File: config.mk
export PLATFORM = sky130hd
export DESIGN_NAME = axil_regfile
export DESIGN_NICKNAME = d
export VERILOG_FILES = /design/src/rtl/axil_pkg.sv /design/src/rtl/axil_regfile_wr_join.sv /design/src/rtl/axil_regfile.sv
export SDC_FILE = /design/constraint.sdc
export NUM_CORES = 1
export LEC_CHECK = 0
export CAP_MARGIN = 20
export CELL_PAD_IN_SITES_DETAIL_PLACEMENT = 1
export CELL_PAD_IN_SITES_GLOBAL_PLACEMENT = 1
export CORE_MARGIN = 2
export CORE_UTILIZATION = 34
export CTS_BUF_LIST = sky130_fd_sc_hd__clkbuf_4 sky130_fd_sc_hd__clkbuf_8 sky130_fd_sc_hd__clkbuf_16
export DETAILED_ROUTE_END_ITERATION = 6
export PLACE_DENSITY_LB_ADDON = 0.1
export SLEW_MARGIN = 15
export SYNTH_ARGS = -nofsm -noshare
export SYNTH_HDL_FRONTEND = slang
export SYNTH_SLANG_ARGS = --single-unit
File: constraint.sdc
create_clock -name aclk -period 2 [get_ports aclk]
set_clock_uncertainty 0.1 [all_clocks]
set_input_delay 0.5 -clock aclk [delete_from_list [all_inputs] [get_ports aclk]]
set_output_delay 0.5 -clock aclk [all_outputs]
set_load 0.02 [all_outputs]
File: src/rtl/axil_pkg.sv
// Shared AXI4-Lite constants: response codes and the fixed data/strobe widths.
package axil_pkg;

   localparam logic [1:0] RESP_OKAY   = 2'b00;
   localparam logic [1:0] RESP_SLVERR = 2'b10;

   localparam int AXIL_DATA_W = 32;
   localparam int AXIL_STRB_W = AXIL_DATA_W / 8;

endpackage

File: src/rtl/axil_regfile_wr_join.sv
// AXI4-Lite AW/W capture and join: each channel is held independently and a
// commit strobe fires in the cycle where both address and data are available.
module axil_regfile_wr_join
   import axil_pkg::*;
#(
   parameter int AW = 7,
   parameter int DW = AXIL_DATA_W
) (
   input  logic            i_clk,
   input  logic            i_rst_n,
   input  logic            i_en,
   input  logic [AW-1:0]   i_awaddr,
   input  logic            i_awvalid,
   input  logic [DW-1:0]   i_wdata,
   input  logic [DW/8-1:0] i_wstrb,
   input  logic            i_wvalid,
   input  logic            i_resp_pend,
   output logic            o_awready,
   output logic            o_wready,
   output logic [AW-1:0]   o_addr,
   output logic [DW-1:0]   o_data,
   output logic [DW/8-1:0] o_strb,
   output logic            o_commit,
   output logic            o_aw_held,
   output logic            o_w_held
);

   // Handshake rule: a beat transfers on a rising edge where VALID and READY are
   // both high; READY depends only on registered flags, never on VALID.
   logic            r_aw_held;
   logic            r_w_held;
   logic [AW-1:0]   r_awaddr;
   logic [DW-1:0]   r_wdata;
   logic [DW/8-1:0] r_wstrb;
   logic            w_aw_hs;
   logic            w_w_hs;

   assign o_awready = i_en && !r_aw_held && !i_resp_pend;
   assign o_wready  = i_en && !r_w_held  && !i_resp_pend;
   assign w_aw_hs   = i_awvalid && o_awready;
   assign w_w_hs    = i_wvalid  && o_wready;
   assign o_commit  = (r_aw_held || w_aw_hs) && (r_w_held || w_w_hs);

   // A channel arriving in the commit cycle is forwarded straight from the bus.
   assign o_addr    = r_aw_held ? r_awaddr : i_awaddr;
   assign o_data    = r_w_held  ? r_wdata  : i_wdata;
   assign o_strb    = r_w_held  ? r_wstrb  : i_wstrb;
   assign o_aw_held = r_aw_held;
   assign o_w_held  = r_w_held;

   always_ff @(posedge i_clk or negedge i_rst_n) begin
      if (!i_rst_n) begin
         r_aw_held <= 1'b0;
         r_w_held  <= 1'b0;
         r_awaddr  <= '0;
         r_wdata   <= '0;
         r_wstrb   <= '0;
      end else if (o_commit) begin
         r_aw_held <= 1'b0;
         r_w_held  <= 1'b0;
      end else begin
         if (w_aw_hs) begin
            r_aw_held <= 1'b1;
            r_awaddr  <= i_awaddr;
         end
         if (w_w_hs) begin
            r_w_held <= 1'b1;
            r_wdata  <= i_wdata;
            r_wstrb  <= i_wstrb;
         end
      end
   end

endmodule

File: src/rtl/axil_regfile.sv
// AXI4-Lite register bank with byte strobes, write pulses and registered reads.
// Define AXIL_REGFILE_SLVERR_EN to answer out-of-range accesses with SLVERR.
module axil_regfile
   import axil_pkg::*;
#(
   parameter int C_S_AXI_DATA_WIDTH = 32,
   parameter int C_S_AXI_ADDR_WIDTH = 7,
   parameter int NUM_REGS           = 16
) (
   input  logic                                 aclk,
   input  logic                                 aresetn,
   input  logic [C_S_AXI_ADDR_WIDTH-1:0]        S_AXI_AWADDR,
   input  logic [2:0]                           S_AXI_AWPROT,
   input  logic                                 S_AXI_AWVALID,
   output logic                                 S_AXI_AWREADY,
   input  logic [C_S_AXI_DATA_WIDTH-1:0]        S_AXI_WDATA,
   input  logic [C_S_AXI_DATA_WIDTH/8-1:0]      S_AXI_WSTRB,
   input  logic                                 S_AXI_WVALID,
   output logic                                 S_AXI_WREADY,
   output logic [1:0]                           S_AXI_BRESP,
   output logic                                 S_AXI_BVALID,
   input  logic                                 S_AXI_BREADY,
   input  logic [C_S_AXI_ADDR_WIDTH-1:0]        S_AXI_ARADDR,
   input  logic [2:0]                           S_AXI_ARPROT,
   input  logic                                 S_AXI_ARVALID,
   output logic                                 S_AXI_ARREADY,
   output logic [C_S_AXI_DATA_WIDTH-1:0]        S_AXI_RDATA,
   output logic [1:0]                           S_AXI_RRESP,
   output logic                                 S_AXI_RVALID,
   input  logic                                 S_AXI_RREADY,
   output logic [NUM_REGS*C_S_AXI_DATA_WIDTH-1:0] reg_out,
   output logic [NUM_REGS-1:0]                  wr_pulse
);

   localparam int DW   = C_S_AXI_DATA_WIDTH;
   localparam int AW   = C_S_AXI_ADDR_WIDTH;
   localparam int IDXW = AW - 2;
`ifdef AXIL_REGFILE_SLVERR_EN
   localparam logic [1:0] OOR_RESP = RESP_SLVERR;
`else
   localparam logic [1:0] OOR_RESP = RESP_OKAY;
`endif

   logic [DW-1:0]   r_regs [NUM_REGS];
   logic            r_rst_done;
   logic            r_bvalid;
   logic [1:0]      r_bresp;
   logic            r_rvalid;
   logic [1:0]      r_rresp;
   logic [DW-1:0]   r_rdata;
   logic [NUM_REGS-1:0] r_wr_pulse;

   logic [AW-1:0]   w_wr_addr;
   logic [DW-1:0]   w_wr_data;
   logic [DW/8-1:0] w_wr_strb;
   logic            w_commit;
   logic            w_aw_held;
   logic            w_w_held;
   logic [NUM_REGS-1:0] w_wr_hit;
   logic [NUM_REGS-1:0] w_rd_hit;
   logic [DW-1:0]   w_rd_val;
   logic            w_ar_hs;
   logic            w_unused;

   assign w_unused = ^{S_AXI_AWPROT, S_AXI_ARPROT, S_AXI_ARADDR[1:0], w_wr_addr[1:0],
                       w_aw_held, w_w_held};

   axil_regfile_wr_join #(.AW(AW), .DW(DW)) u_wr_join (
      .i_clk       (aclk),
      .i_rst_n     (aresetn),
      .i_en        (r_rst_done),
      .i_awaddr    (S_AXI_AWADDR),
      .i_awvalid   (S_AXI_AWVALID),
      .i_wdata     (S_AXI_WDATA),
      .i_wstrb     (S_AXI_WSTRB),
      .i_wvalid    (S_AXI_WVALID),
      .i_resp_pend (r_bvalid),
      .o_awready   (S_AXI_AWREADY),
      .o_wready    (S_AXI_WREADY),
      .o_addr      (w_wr_addr),
      .o_data      (w_wr_data),
      .o_strb      (w_wr_strb),
      .o_commit    (w_commit),
      .o_aw_held   (w_aw_held),
      .o_w_held    (w_w_held)
   );

   // One-hot decode; an all-zero vector means the index is out of range.
   always_comb begin
      w_wr_hit = '0;
      w_rd_hit = '0;
      w_rd_val = '0;
      for (int i = 0; i < NUM_REGS; i++) begin
         w_wr_hit[i] = (w_wr_addr[AW-1:2] == IDXW'(i));
         w_rd_hit[i] = (S_AXI_ARADDR[AW-1:2] == IDXW'(i));
         if (w_rd_hit[i]) w_rd_val = r_regs[i];
      end
   end

   assign w_ar_hs = S_AXI_ARVALID && S_AXI_ARREADY;

   // Keeps every READY low through reset and for the edge that follows release.
   always_ff @(posedge aclk or negedge aresetn) begin
      if (!aresetn) r_rst_done <= 1'b0;
      else          r_rst_done <= 1'b1;
   end

   for (genvar g = 0; g < NUM_REGS; g++) begin : g_reg
      always_ff @(posedge aclk or negedge aresetn) begin
         if (!aresetn) begin
            r_regs[g] <= '0;
         end else if (w_commit && w_wr_hit[g]) begin
            for (int b = 0; b < DW/8; b++)
               if (w_wr_strb[b]) r_regs[g][b*8 +: 8] <= w_wr_data[b*8 +: 8];
         end
      end
      assign reg_out[g*DW +: DW] = r_regs[g];
   end

   always_ff @(posedge aclk or negedge aresetn) begin
      if (!aresetn) begin
         r_bvalid   <= 1'b0;
         r_bresp    <= RESP_OKAY;
         r_wr_pulse <= '0;
      end else begin
         r_wr_pulse <= w_commit ? w_wr_hit : '0;
         if (w_commit) begin
            r_bvalid <= 1'b1;
            r_bresp  <= (|w_wr_hit) ? RESP_OKAY : OOR_RESP;
         end else if (S_AXI_BREADY) begin
            r_bvalid <= 1'b0;
         end
      end
   end

   // Read data comes from the pre-edge register value, so a same-cycle commit is not seen.
   always_ff @(posedge aclk or negedge aresetn) begin
      if (!aresetn) begin
         r_rvalid <= 1'b0;
         r_rresp  <= RESP_OKAY;
         r_rdata  <= '0;
      end else if (w_ar_hs) begin
         r_rvalid <= 1'b1;
         r_rresp  <= (|w_rd_hit) ? RESP_OKAY : OOR_RESP;
         r_rdata  <= w_rd_val;
      end else if (S_AXI_RREADY) begin
         r_rvalid <= 1'b0;
      end
   end

   assign S_AXI_ARREADY = r_rst_done && !r_rvalid;
   assign S_AXI_BVALID  = r_bvalid;
   assign S_AXI_BRESP   = r_bresp;
   assign S_AXI_RVALID  = r_rvalid;
   assign S_AXI_RRESP   = r_rresp;
   assign S_AXI_RDATA   = r_rdata;
   assign wr_pulse      = r_wr_pulse;

endmodule

## Yosys cells after proc, flatten, opt, wreduce, memory -nomap -nowiden

Cells that the tools add are included.

| storage, ports and cells | value |
|---|---|
| bits in registers | 608 |
| input port bits | 63 |
| word-level logic and storage cells | 236 |

| operators by class | value |
|---|---|
| equality and inequality tests | 30 |
| multiplexer cells | 28 |
| bitwise logic cells | 1 |
| reductions and logical operators | 103 |

Operator list:

| operator | number |
|---|---|
| 32-bit 2-to-1 mux | 17 |
| 2-bit AND reduction | 66 |
| 5-bit by 4-bit equality test with 1-bit output (second input constant) | 16 |
| 5-bit by 3-bit equality test with 1-bit output (second input constant) | 8 |
| 1-bit logical AND | 25 |
| 5-bit by 2-bit equality test with 1-bit output (second input constant) | 4 |
| 16-bit 2-to-1 mux | 1 |
| 5-bit by 1-bit equality test with 1-bit output (second input constant) | 2 |
| 5-bit zero test | 2 |
| 1-bit 2-to-1 mux | 8 |
| 2-bit nonzero test | 4 |
| 7-bit 2-to-1 mux | 1 |
| 1-bit zero test | 4 |
| 4-bit 2-to-1 mux | 1 |
| 1-bit logical OR | 2 |
| 1-bit NOT | 1 |

## Logic depth before layout (Yosys ltp)

Gate-level depths: netlist (run 1).

| logic depth | value |
|---|---|
| depth in word-level cells | 17 |
| gate-level depth with buffers | 10 |

## Modules after synthesis

Synthesis (run 1) repeated with hierarchy kept, for this count alone.

| unflattened totals | value |
|---|---|
| cells, all modules | 2173 |
| area total of the unflattened synthesis | 27652.8 sq um |

Modules (own cells, without submodules):

| module | instances | cells each | area each (sq um) | seq. area each (sq um) |
|---|---|---|---|---|
| axil_regfile | 1 | 2021 | 25290.5 | 14088.5 |
| axil_regfile_wr_join | 1 | 152 | 2362.3 | 1126.1 |

## Worst setup path after synthesis (run 1)

No wires, ideal clock.

| timing | value |
|---|---|
| path kind | input-to-reg |
| start point | input S_AXI_ARADDR[3] |
| end point | register r_rdata[26] (netlist: S_AXI_RDATA[26]) |
| library setup time | 0.121 ns |
| arrival | 2.018 ns |
| data required time | 1.779 ns |
| setup slack | -0.238 ns |
| stages on the path | 10 |
| buffers on the path | 4 |
| cell sequence | buf_2 > buf_2 > buf_2 > buf_2 > mux2i_1 > nor2_1 > a311oi_1 > o21ai_1 > a21oi_1 > nor2_1 |

| on the way | value |
|---|---|
| word-level cells in the longest chain between the ends | 17 |

Ends and longest elaborated chain:

| item | RTL line | RTL |
|---|---|---|
| start: declaration | axil_regfile.sv:23 | `input logic [C_S_AXI_ADDR_WIDTH-1:0] S_AXI_ARADDR,` |
| 5-bit zero test | axil_regfile.sv:95 | `w_rd_hit[i] = (S_AXI_ARADDR[AW-1:2] == IDXW'(i));` |
| 32-bit 2-to-1 mux (15 in a row) | axil_regfile.sv:96 | `if (w_rd_hit[i]) w_rd_val = r_regs[i];` |
| 32-bit 2-to-1 mux * | axil_regfile.sv:96 |  |
| end signal: assignment | axil_regfile.sv:145 | `r_rdata <= w_rd_val;` |
| end: declaration | axil_regfile.sv:50 | `logic [DW-1:0] r_rdata;` |

Every way passes the cells marked *; elsewhere a longest branch is shown, timed or not.
A chain may end at the register's enable or synchronous reset.

## Final worst setup path (run 1)

| timing | value |
|---|---|
| start point | register r_rst_done |
| end point | register r_regs, in the netlist reg_out[371] |

| on the way | value |
|---|---|
| word-level cells in the longest chain between the ends | 7 |

Ends and longest elaborated chain:

| item | RTL line | RTL |
|---|---|---|
| start: declaration | axil_regfile.sv:45 | `logic r_rst_done;` |
| start signal: assignment | axil_regfile.sv:104 | `if (!aresetn) r_rst_done <= 1'b0;` |
| start signal: assignment | axil_regfile.sv:105 | `else r_rst_done <= 1'b1;` |
| 1-bit logical AND, on equally long branches (2 in a row) | axil_regfile_wr_join.sv:38, axil_regfile_wr_join.sv:39 |  |
| 1-bit logical AND, on equally long branches | axil_regfile_wr_join.sv:40, axil_regfile_wr_join.sv:41 |  |
| 1-bit logical OR | axil_regfile_wr_join.sv:42 | `assign o_commit = (r_aw_held \|\| w_aw_hs) && (r_w_held \|\| w_w_hs);` |
| 1-bit logical AND * | axil_regfile_wr_join.sv:42 |  |
| 1-bit logical AND * | axil_regfile.sv:112 | `end else if (w_commit && w_wr_hit[g]) begin` |
| 2-bit AND reduction (no line) * | - |  |
| end signal: indexed assignment | axil_regfile.sv:114 | `if (w_wr_strb[b]) r_regs[g][b*8 +: 8] <= w_wr_data[b*8 +: 8];` |
| end: declaration | axil_regfile.sv:44 | `logic [DW-1:0] r_regs [NUM_REGS];` |

Marks and branches as above.

==> metrics.txt, run 1 <==
result of the run finished, violations left; violated checks setup timing; largest net degree at the start of global routing 70; top-level I/O count 632; net switching power 0.0239 W; post-synthesis average cell area 9.59 um2; number of standard cells in the layout, taps in and fillers out 4,908; share of synthesized registers carrying an async set or reset 1.00; master cell of the clock root buffer sky130_fd_sc_hd__clkbuf_16; Post-DRT Antenna Nets 0; Starting Density 0.343; count of buffers inserted at the top-level ports 617; Max transition margin 0.587; register-to-register setup slack -240 ps; # Max-Cap Violations 0; number of DRC markers in iteration 0 2,423; TritonCTS sink count 606; RD Place Congestion 0.943; clock tree buffer depth 3; Crit path arrival time 2650 ps; vias in the first global route 28,800; Req. time, crit path 2420 ps; post-detail-place hpwl 112,000 um; RSZ-0062 raised after global routing true; count of TritonRoute iterations in the first routing pass 6; number of synthesis warnings 0; CTS HTree Levels 3; number of flops mapped to enable cells by yosys 0; distinct cell type count after synthesis 68; Max Fanout on Critical Path 16; routed vias/inst 5.69; area added between synthesis and finish 55.8%; total number of vias 27,900; depth of the most critical reg-to-reg path 11; fraction of power spent switching nets 0.417; met1 wire length 62,300 um; nature of the critical path endpoint flip-flop; post-synthesis sequential area ratio 0.560; total power per unit cell area 1360 mW/mm2; chip height 286 um; beginning of the worst register-to-register path r_rst_done; Clk pwr share 0.242; drt total wl 148,000 um; critical path class flip-flop to flip-flop; most used flip-flop cell after synthesis sky130_fd_sc_hd__dfrtp_1; wire length of the first global-routing pass 210,000 um; final-report setup violation count 558; Clk pin slew, worst setup/hold paths 60 ps; placed instance count 4,737; share of the cycle needed by the critical path after routing 1.12; met2 wire length 68,000 um; die width 286 um; share of layout cells above drive strength 1 0.299; r2r endpoint reg_out[371]; class of the tightest hold or removal check primary input to asynchronous set/reset pin; share of power burned in registers 0.353; Gate power share 0.404; Remaining Overflow, GRT 0; post-detailed-route DRC marker count 0; highest routing layer actually used met5; actual slew at the worst max-slew pin 618 ps; Mapped Area 0.0271 mm2; initial antenna violation count 6; number of standard-cell rows in the floorplan 103; number of endpoints with negative hold slack in the final report 0; total met3 wirelength after detailed routing 12,000 um; minimum clock period after layout 2240 ps; worst voltage drop across the vdd grid 0.00111 V; cell count after synthesis 2,824; Synth Register Bits 606; full die area 0.0819 mm2; static leakage 19.1 nW; TritonCTS clock tree built; placeable core region 0.0789 mm2; clock insertion delay at the later pin of the skew report 630 ps; final worst-path setup slack -236 ps; GR Util All Layers 0.353; detail-routed net length per standard cell 30.2 um; Pint 0.0333 W; fin nets 3,858; count of pins over their slew limit 0; CTS Buf Count 72; Highest Clock Rate 447 MHz; kind of start point of the critical path flip-flop; total design power 0.0572 W
## cell usage in the layout (no fill, tap or decap), types with 98 or more instances in the layout
cell                              netlist  routed
sky130_fd_sc_hd__dfrtp_1              606     572
sky130_fd_sc_hd__nand2_1              512     504
sky130_fd_sc_hd__o21ai_0              550     483
sky130_fd_sc_hd__buf_4                  5     344
sky130_fd_sc_hd__clkdlybuf4s15_2        0     223
sky130_fd_sc_hd__nor2_1               202     169
sky130_fd_sc_hd__dlygate4sd2_1          0     161
sky130_fd_sc_hd__a21oi_1              173     145
sky130_fd_sc_hd__clkdlybuf4s15_1        0     136
sky130_fd_sc_hd__buf_12                 0      98
## critical path, stage by stage (launching register included)
cell and delay [ps]:
sky130_fd_sc_hd__dfrtp_2 430, sky130_fd_sc_hd__and2b_2 250, sky130_fd_sc_hd__a21oi_4 230, sky130_fd_sc_hd__buf_6 140, sky130_fd_sc_hd__nor2_4 40, sky130_fd_sc_hd__buf_12 150, sky130_fd_sc_hd__buf_12 130, sky130_fd_sc_hd__buf_16 150
sky130_fd_sc_hd__nand3_1 100, sky130_fd_sc_hd__buf_6 200, sky130_fd_sc_hd__nand2_1 80, sky130_fd_sc_hd__o21ai_0 110
## repair_timing
action | 4_1_cts | 5_1_grt
gates resized for setup | 1395 | 179
setup buffers | 16 | 6
cloned | 4 | 10
hold endpoints to repair | 82 | 0
endpoints found under the setup margin | 1079 | 702
hold buffers | 1 | 0
pin swaps | 26 | 4
## flip-flops by register name, indices dropped and copies added, names as in the netlist
register / cells
u_wr_join.o_w_held: 1
S_AXI_RDATA: 32
u_wr_join.o_aw_held: 1
S_AXI_RVALID: 1
u_wr_join.r_wstrb: 4
r_rst_done: 1
u_wr_join.r_awaddr: 5
u_wr_join.r_wdata: 32
reg_out: 512
S_AXI_BVALID: 1
wr_pulse: 16
## cell type report
cell class              count  area [um2]
inverters                  10        40.0
clock inverters            22         254
flip-flops and latches    606       15200
diodes                      6        15.0
well taps                1050        1310
clock buffers             109        2210
fillers                  8608       36700
multi-input cells        1999       11800
repair buffers           1106       11400
## power groups by stage
stage | Sequential (W) | Clock, W | Combinational (W)
final | 0.0202 | 0.0139 | 0.0231
after global routing | 0.0205 | 0.0145 | 0.0243
after CTS | 0.0200 | 0.0140 | 0.0226
after detailed placement | 0.0202 | 0 | 0.0234
after global placement | 0.0200 | 0 | 0.0230
after floorplan | 0.0225 | 0 | 0.00609
## layer usage
| metal | vias up | GRT usage |
|---|---|---|
| met5 | - | 0 |
| met4 | 6 | 0.125 |
| met3 | 273 | 0.0754 |
| met2 | 1274 | 0.557 |
| met1 | 14400 | 0.479 |
| li1 | 11900 | - |
## metrics by stage
stage / TNS, ps / hold slack [ps] / utilization / worst slack [ps] / instance area (um2)
final: -50760 / 233 / 0.535 / -236 / 42200
after global placement: -321790 / 276 / 0.484 / -1170 / 38200
after CTS: -44230 / 216 / 0.526 / -237 / 41500
after detailed placement: -331270 / 273 / 0.484 / -1250 / 38200
after floorplan: -3880 / 104 / - / -79.3 / 27300
after global routing: -91470 / 250 / 0.535 / -306 / 42200
## Yosys cell counts (all sizes together) (15+ instances only)
| library cell | instances | area (um2) |
|---|---|---|
| nor3 | 30 | 155 |
| o21ai | 552 | 2760 |
| mux2i | 69 | 707 |
| or3 | 20 | 125 |
| nand2b | 17 | 106 |
| nand3 | 59 | 295 |
| mux2 | 41 | 462 |
| dfrtp | 606 | 15200 |
| o22ai | 63 | 394 |
| nor4 | 15 | 214 |
| nor2 | 213 | 857 |
| nand2 | 513 | 1930 |
| clkbuf | 91 | 342 |
| a21oi | 184 | 962 |
| nor2b | 17 | 106 |
| o31ai | 15 | 113 |
| a21o | 17 | 128 |
| buf | 121 | 703 |
| a22oi | 20 | 150 |
## cells by family (layout without fill, tap and decap cells)
| kind of cell | after synthesis | in the layout | synth area share |
|---|---|---|---|
| AOI/OAI and AO/OA | 963 | 963 | 0.202 |
| buffers and inverters | 222 | 1247 | 0.0400 |
| DFF | 606 | 606 | 0.560 |
| muxes | 119 | 119 | 0.0506 |
| other | 2 | 11 | 0.000277 |
| and+or+nand+nor | 912 | 912 | 0.148 |
## worst max-delay path by stage
stage	from	to	slack [ps]	cells after the start
floorplan	S_AXI_AWADDR[5]	reg_out[79]	-80	7
global placement	S_AXI_ARADDR[5]	S_AXI_RDATA[19]	-1170	9
detailed placement	S_AXI_ARADDR[5]	S_AXI_RDATA[19]	-1250	9
CTS	S_AXI_BVALID	S_AXI_WREADY	-240	5
global route	r_rst_done	reg_out[111]	-310	11
finish	r_rst_done	reg_out[371]	-240	11
(Power assumes the default switching activity.)
==> run 2, diff against run 1 <==
--- a/config.mk
+++ b/config.mk
@@ -13,6 +13,7 @@
 export CTS_BUF_LIST = sky130_fd_sc_hd__clkbuf_4 sky130_fd_sc_hd__clkbuf_8 sky130_fd_sc_hd__clkbuf_16
 export DETAILED_ROUTE_END_ITERATION = 6
 export PLACE_DENSITY_LB_ADDON = 0.1
+export RECOVER_POWER = 25
 export SLEW_MARGIN = 15
 export SYNTH_ARGS = -nofsm -noshare
 export SYNTH_HDL_FRONTEND = slang
==> run 2 against run 1 <==
The flow still finishes with violations (setup timing). Clock-buffer cell count unchanged. Sequential share of layout area up 0.061 points. Sequential power about the same. Critical endpoint is now reg_out[106].
==> metrics.txt, run 2 (synthesis results as in run 1) <==
final worst-path setup slack -235 ps (+1.24 ps); die width 286 um (unchanged); net switching power 0.0239 W (about the same); CTS Buf Count 72 (unchanged); result of the run finished, violations left; most used cells in the layout excluding fill and tap cells 572 x sky130_fd_sc_hd__dfrtp_1, 504 x sky130_fd_sc_hd__nand2_1, 483 x sky130_fd_sc_hd__o21ai_0; count of pins over their slew limit 0 (unchanged); # Max-Cap Violations 0 (unchanged); chip height 286 um (unchanged); RSZ-0062 raised after global routing true; share of the core filled with cells in the final layout 0.534 (-0.000904); critical path class flip-flop to flip-flop; worst voltage drop across the vdd grid 0.00111 V (-0.20%); area added between synthesis and finish 55.6%; vias in the first global route 28,800 (unchanged); Max Fanout on Critical Path 16 (unchanged); post-detailed-route DRC marker count 0 (unchanged); Post-DRT Antenna Nets 0 (unchanged); top-level I/O count 632 (unchanged); WHS Path Cells 2; minimum clock period after layout 2230 ps (-1.24 ps); full die area 0.0819 mm2 (unchanged); placeable core region 0.0789 mm2 (unchanged); number of DRC markers in iteration 0 2,464 (+1.7%); drt total wl 148,000 um (about the same); fin nets 3,858 (unchanged); fraction of power spent switching nets 0.417 (about the same); violated checks setup timing; TritonCTS sink count 606 (unchanged); number of endpoints with negative hold slack in the final report 0 (unchanged); share of power burned in registers 0.354 (about the same); count of buffers inserted at the top-level ports 617 (unchanged); Req. time, crit path 2400 ps (-20 ps); placed instance count 4,737 (unchanged); Highest Clock Rate 447 MHz (about the same); RD Place Congestion 0.943 (unchanged); Gate power share 0.404 (about the same); number of standard-cell rows in the floorplan 103 (unchanged); total number of vias 28,000 (+0.28%); count of TritonRoute iterations in the first routing pass 6 (unchanged); clock insertion delay at the later pin of the skew report 620 ps (about the same); most frequent standard cell in the layout excluding fill and tap cells sky130_fd_sc_hd__dfrtp_1; wire length of the first global-routing pass 210,000 um (unchanged); static leakage 19.0 nW (-0.13%); Crit path arrival time 2630 ps (-20 ps); Remaining Overflow, GRT 0 (unchanged); class of the tightest hold or removal check primary input to flip-flop; nature of the critical path endpoint flip-flop; Max transition margin 0.463 (-0.124); final-report setup violation count 639 (+15%); detail-routed net length per standard cell 30.3 um (+0.14%); Starting Density 0.343 (unchanged); post-detail-place hpwl 112,000 um (unchanged); CTS HTree Levels 3 (unchanged); Placement Setup Slack -1250 ps (unchanged); routed vias/inst 5.71 (+0.36%); master cell of the clock root buffer sky130_fd_sc_hd__clkbuf_16; total negative slack -50,130 ps (+632 ps); total of fill cells in the finished design 8,615 (+0.081%); Clk pwr share 0.242 (about the same); clock tree buffer depth 3 (unchanged); actual slew at the worst max-slew pin 806 ps (+188 ps); largest net degree at the start of global routing 70 (unchanged); initial antenna violation count 6 (unchanged); Clk pin slew, worst setup/hold paths 60 ps (about the same); kind of start point of the critical path flip-flop; register-to-register setup slack -230 ps (about the same); number of flip-flops under the largest register name 512 (unchanged); depth of the most critical reg-to-reg path 11 (unchanged); Pint 0.0333 W (about the same); total power per unit cell area 1360 mW/mm2 (+0.12%); share of layout cells above drive strength 1 0.299 (about the same); TritonCTS clock tree built; number of standard cells in the layout, taps in and fillers out 4,904 (-0.081%); share of the cycle needed by the critical path after routing 1.12 (about the same); GR Util All Layers 0.353 (unchanged)
[run 2: changes by cell type in the layout (fill, tap and decap cells not counted)]
cell                       change
sky130_fd_sc_hd__buf_8         -1
sky130_fd_sc_hd__buf_2         +2
sky130_fd_sc_hd__buf_4         -3
sky130_fd_sc_hd__buf_6         +2
sky130_fd_sc_hd__clkbuf_4      +2
sky130_fd_sc_hd__diode_2       -4
sky130_fd_sc_hd__buf_12        -4
sky130_fd_sc_hd__clkbuf_2      +1
sky130_fd_sc_hd__clkbuf_1      +1
[run 2: path summary, 6_finish.rpt]
kind | start | to
min in group asynchronous | aresetn | reg_out[30]
max in group asynchronous | aresetn | reg_out[445]
worst min register to register | u_wr_join.r_wdata[17] | u_wr_join.r_wdata[17]
worst max register to register | r_rst_done | reg_out[106]
worst max-delay path | r_rst_done | reg_out[106]
worst min-delay path | S_AXI_BREADY | S_AXI_BVALID
[run 2: what timing repair did]
action | 4_1_cts | 5_1_grt
endpoints found under the setup margin | 1079 | 702
hold endpoints to repair | 82 | 0
pin swaps | 26 | 4
hold buffers | 1 | 0
gates resized for setup | 1395 | 179
setup buffers | 16 | 6
gates cloned | 4 | 10
[run 2: layout make-up]
cell class	count	area [um2]	area share
Tap cell	1050	1310	0.0312
Multi-Input combinational cell	1999	11800	0.279
Inverter	10	40.0	0.000950
Antenna cell	2	5.00	0.000119
Timing Repair Buffer	1106	11300	0.269
Sequential cell	606	15200	0.361
Clock buffer	109	2210	0.0526
Clock inverter	22	254	0.00603
[run 2: layer usage]
| layer | part of all wire | GRT usage |
|---|---|---|
| met3 | 0.079 | 0.0754 |
| met2 | 0.46 | 0.557 |
| met4 | 0.042 | 0.125 |
| met1 | 0.42 | 0.479 |
| met5 | 0.00022 | 0 |
[run 2: stage by stage]
stage          cell area, um2  hold WS (ps)  total power [W]
2_1_floorplan           27300           104           0.0286
3_3_place_gp            38200           276           0.0430
3_5_place_dp            38200           273           0.0436
4_1_cts                 41500           216           0.0566
5_1_grt                 42100           370           0.0594
6_report                42100           353           0.0572
[run 2: critical path: stages, from the launching register on]
cell and delay (ps):
sky130_fd_sc_hd__dfrtp_2 430, sky130_fd_sc_hd__and2b_2 250, sky130_fd_sc_hd__a21oi_4 230, sky130_fd_sc_hd__buf_6 140
sky130_fd_sc_hd__nor2_4 40, sky130_fd_sc_hd__buf_12 150, sky130_fd_sc_hd__buf_12 130, sky130_fd_sc_hd__buf_16 150
sky130_fd_sc_hd__and3_4 170, sky130_fd_sc_hd__buf_12 150, sky130_fd_sc_hd__nor2_1 90, sky130_fd_sc_hd__a21oi_1 50
[run 2: power groups by stage]
stage          sequential, W  clock (W)  combinational, W
2_1_floorplan         0.0225          0           0.00609
3_3_place_gp          0.0200          0            0.0230
3_5_place_dp          0.0202          0            0.0234
4_1_cts               0.0200     0.0140            0.0226
5_1_grt               0.0205     0.0145            0.0243
6_report              0.0202     0.0138            0.0231
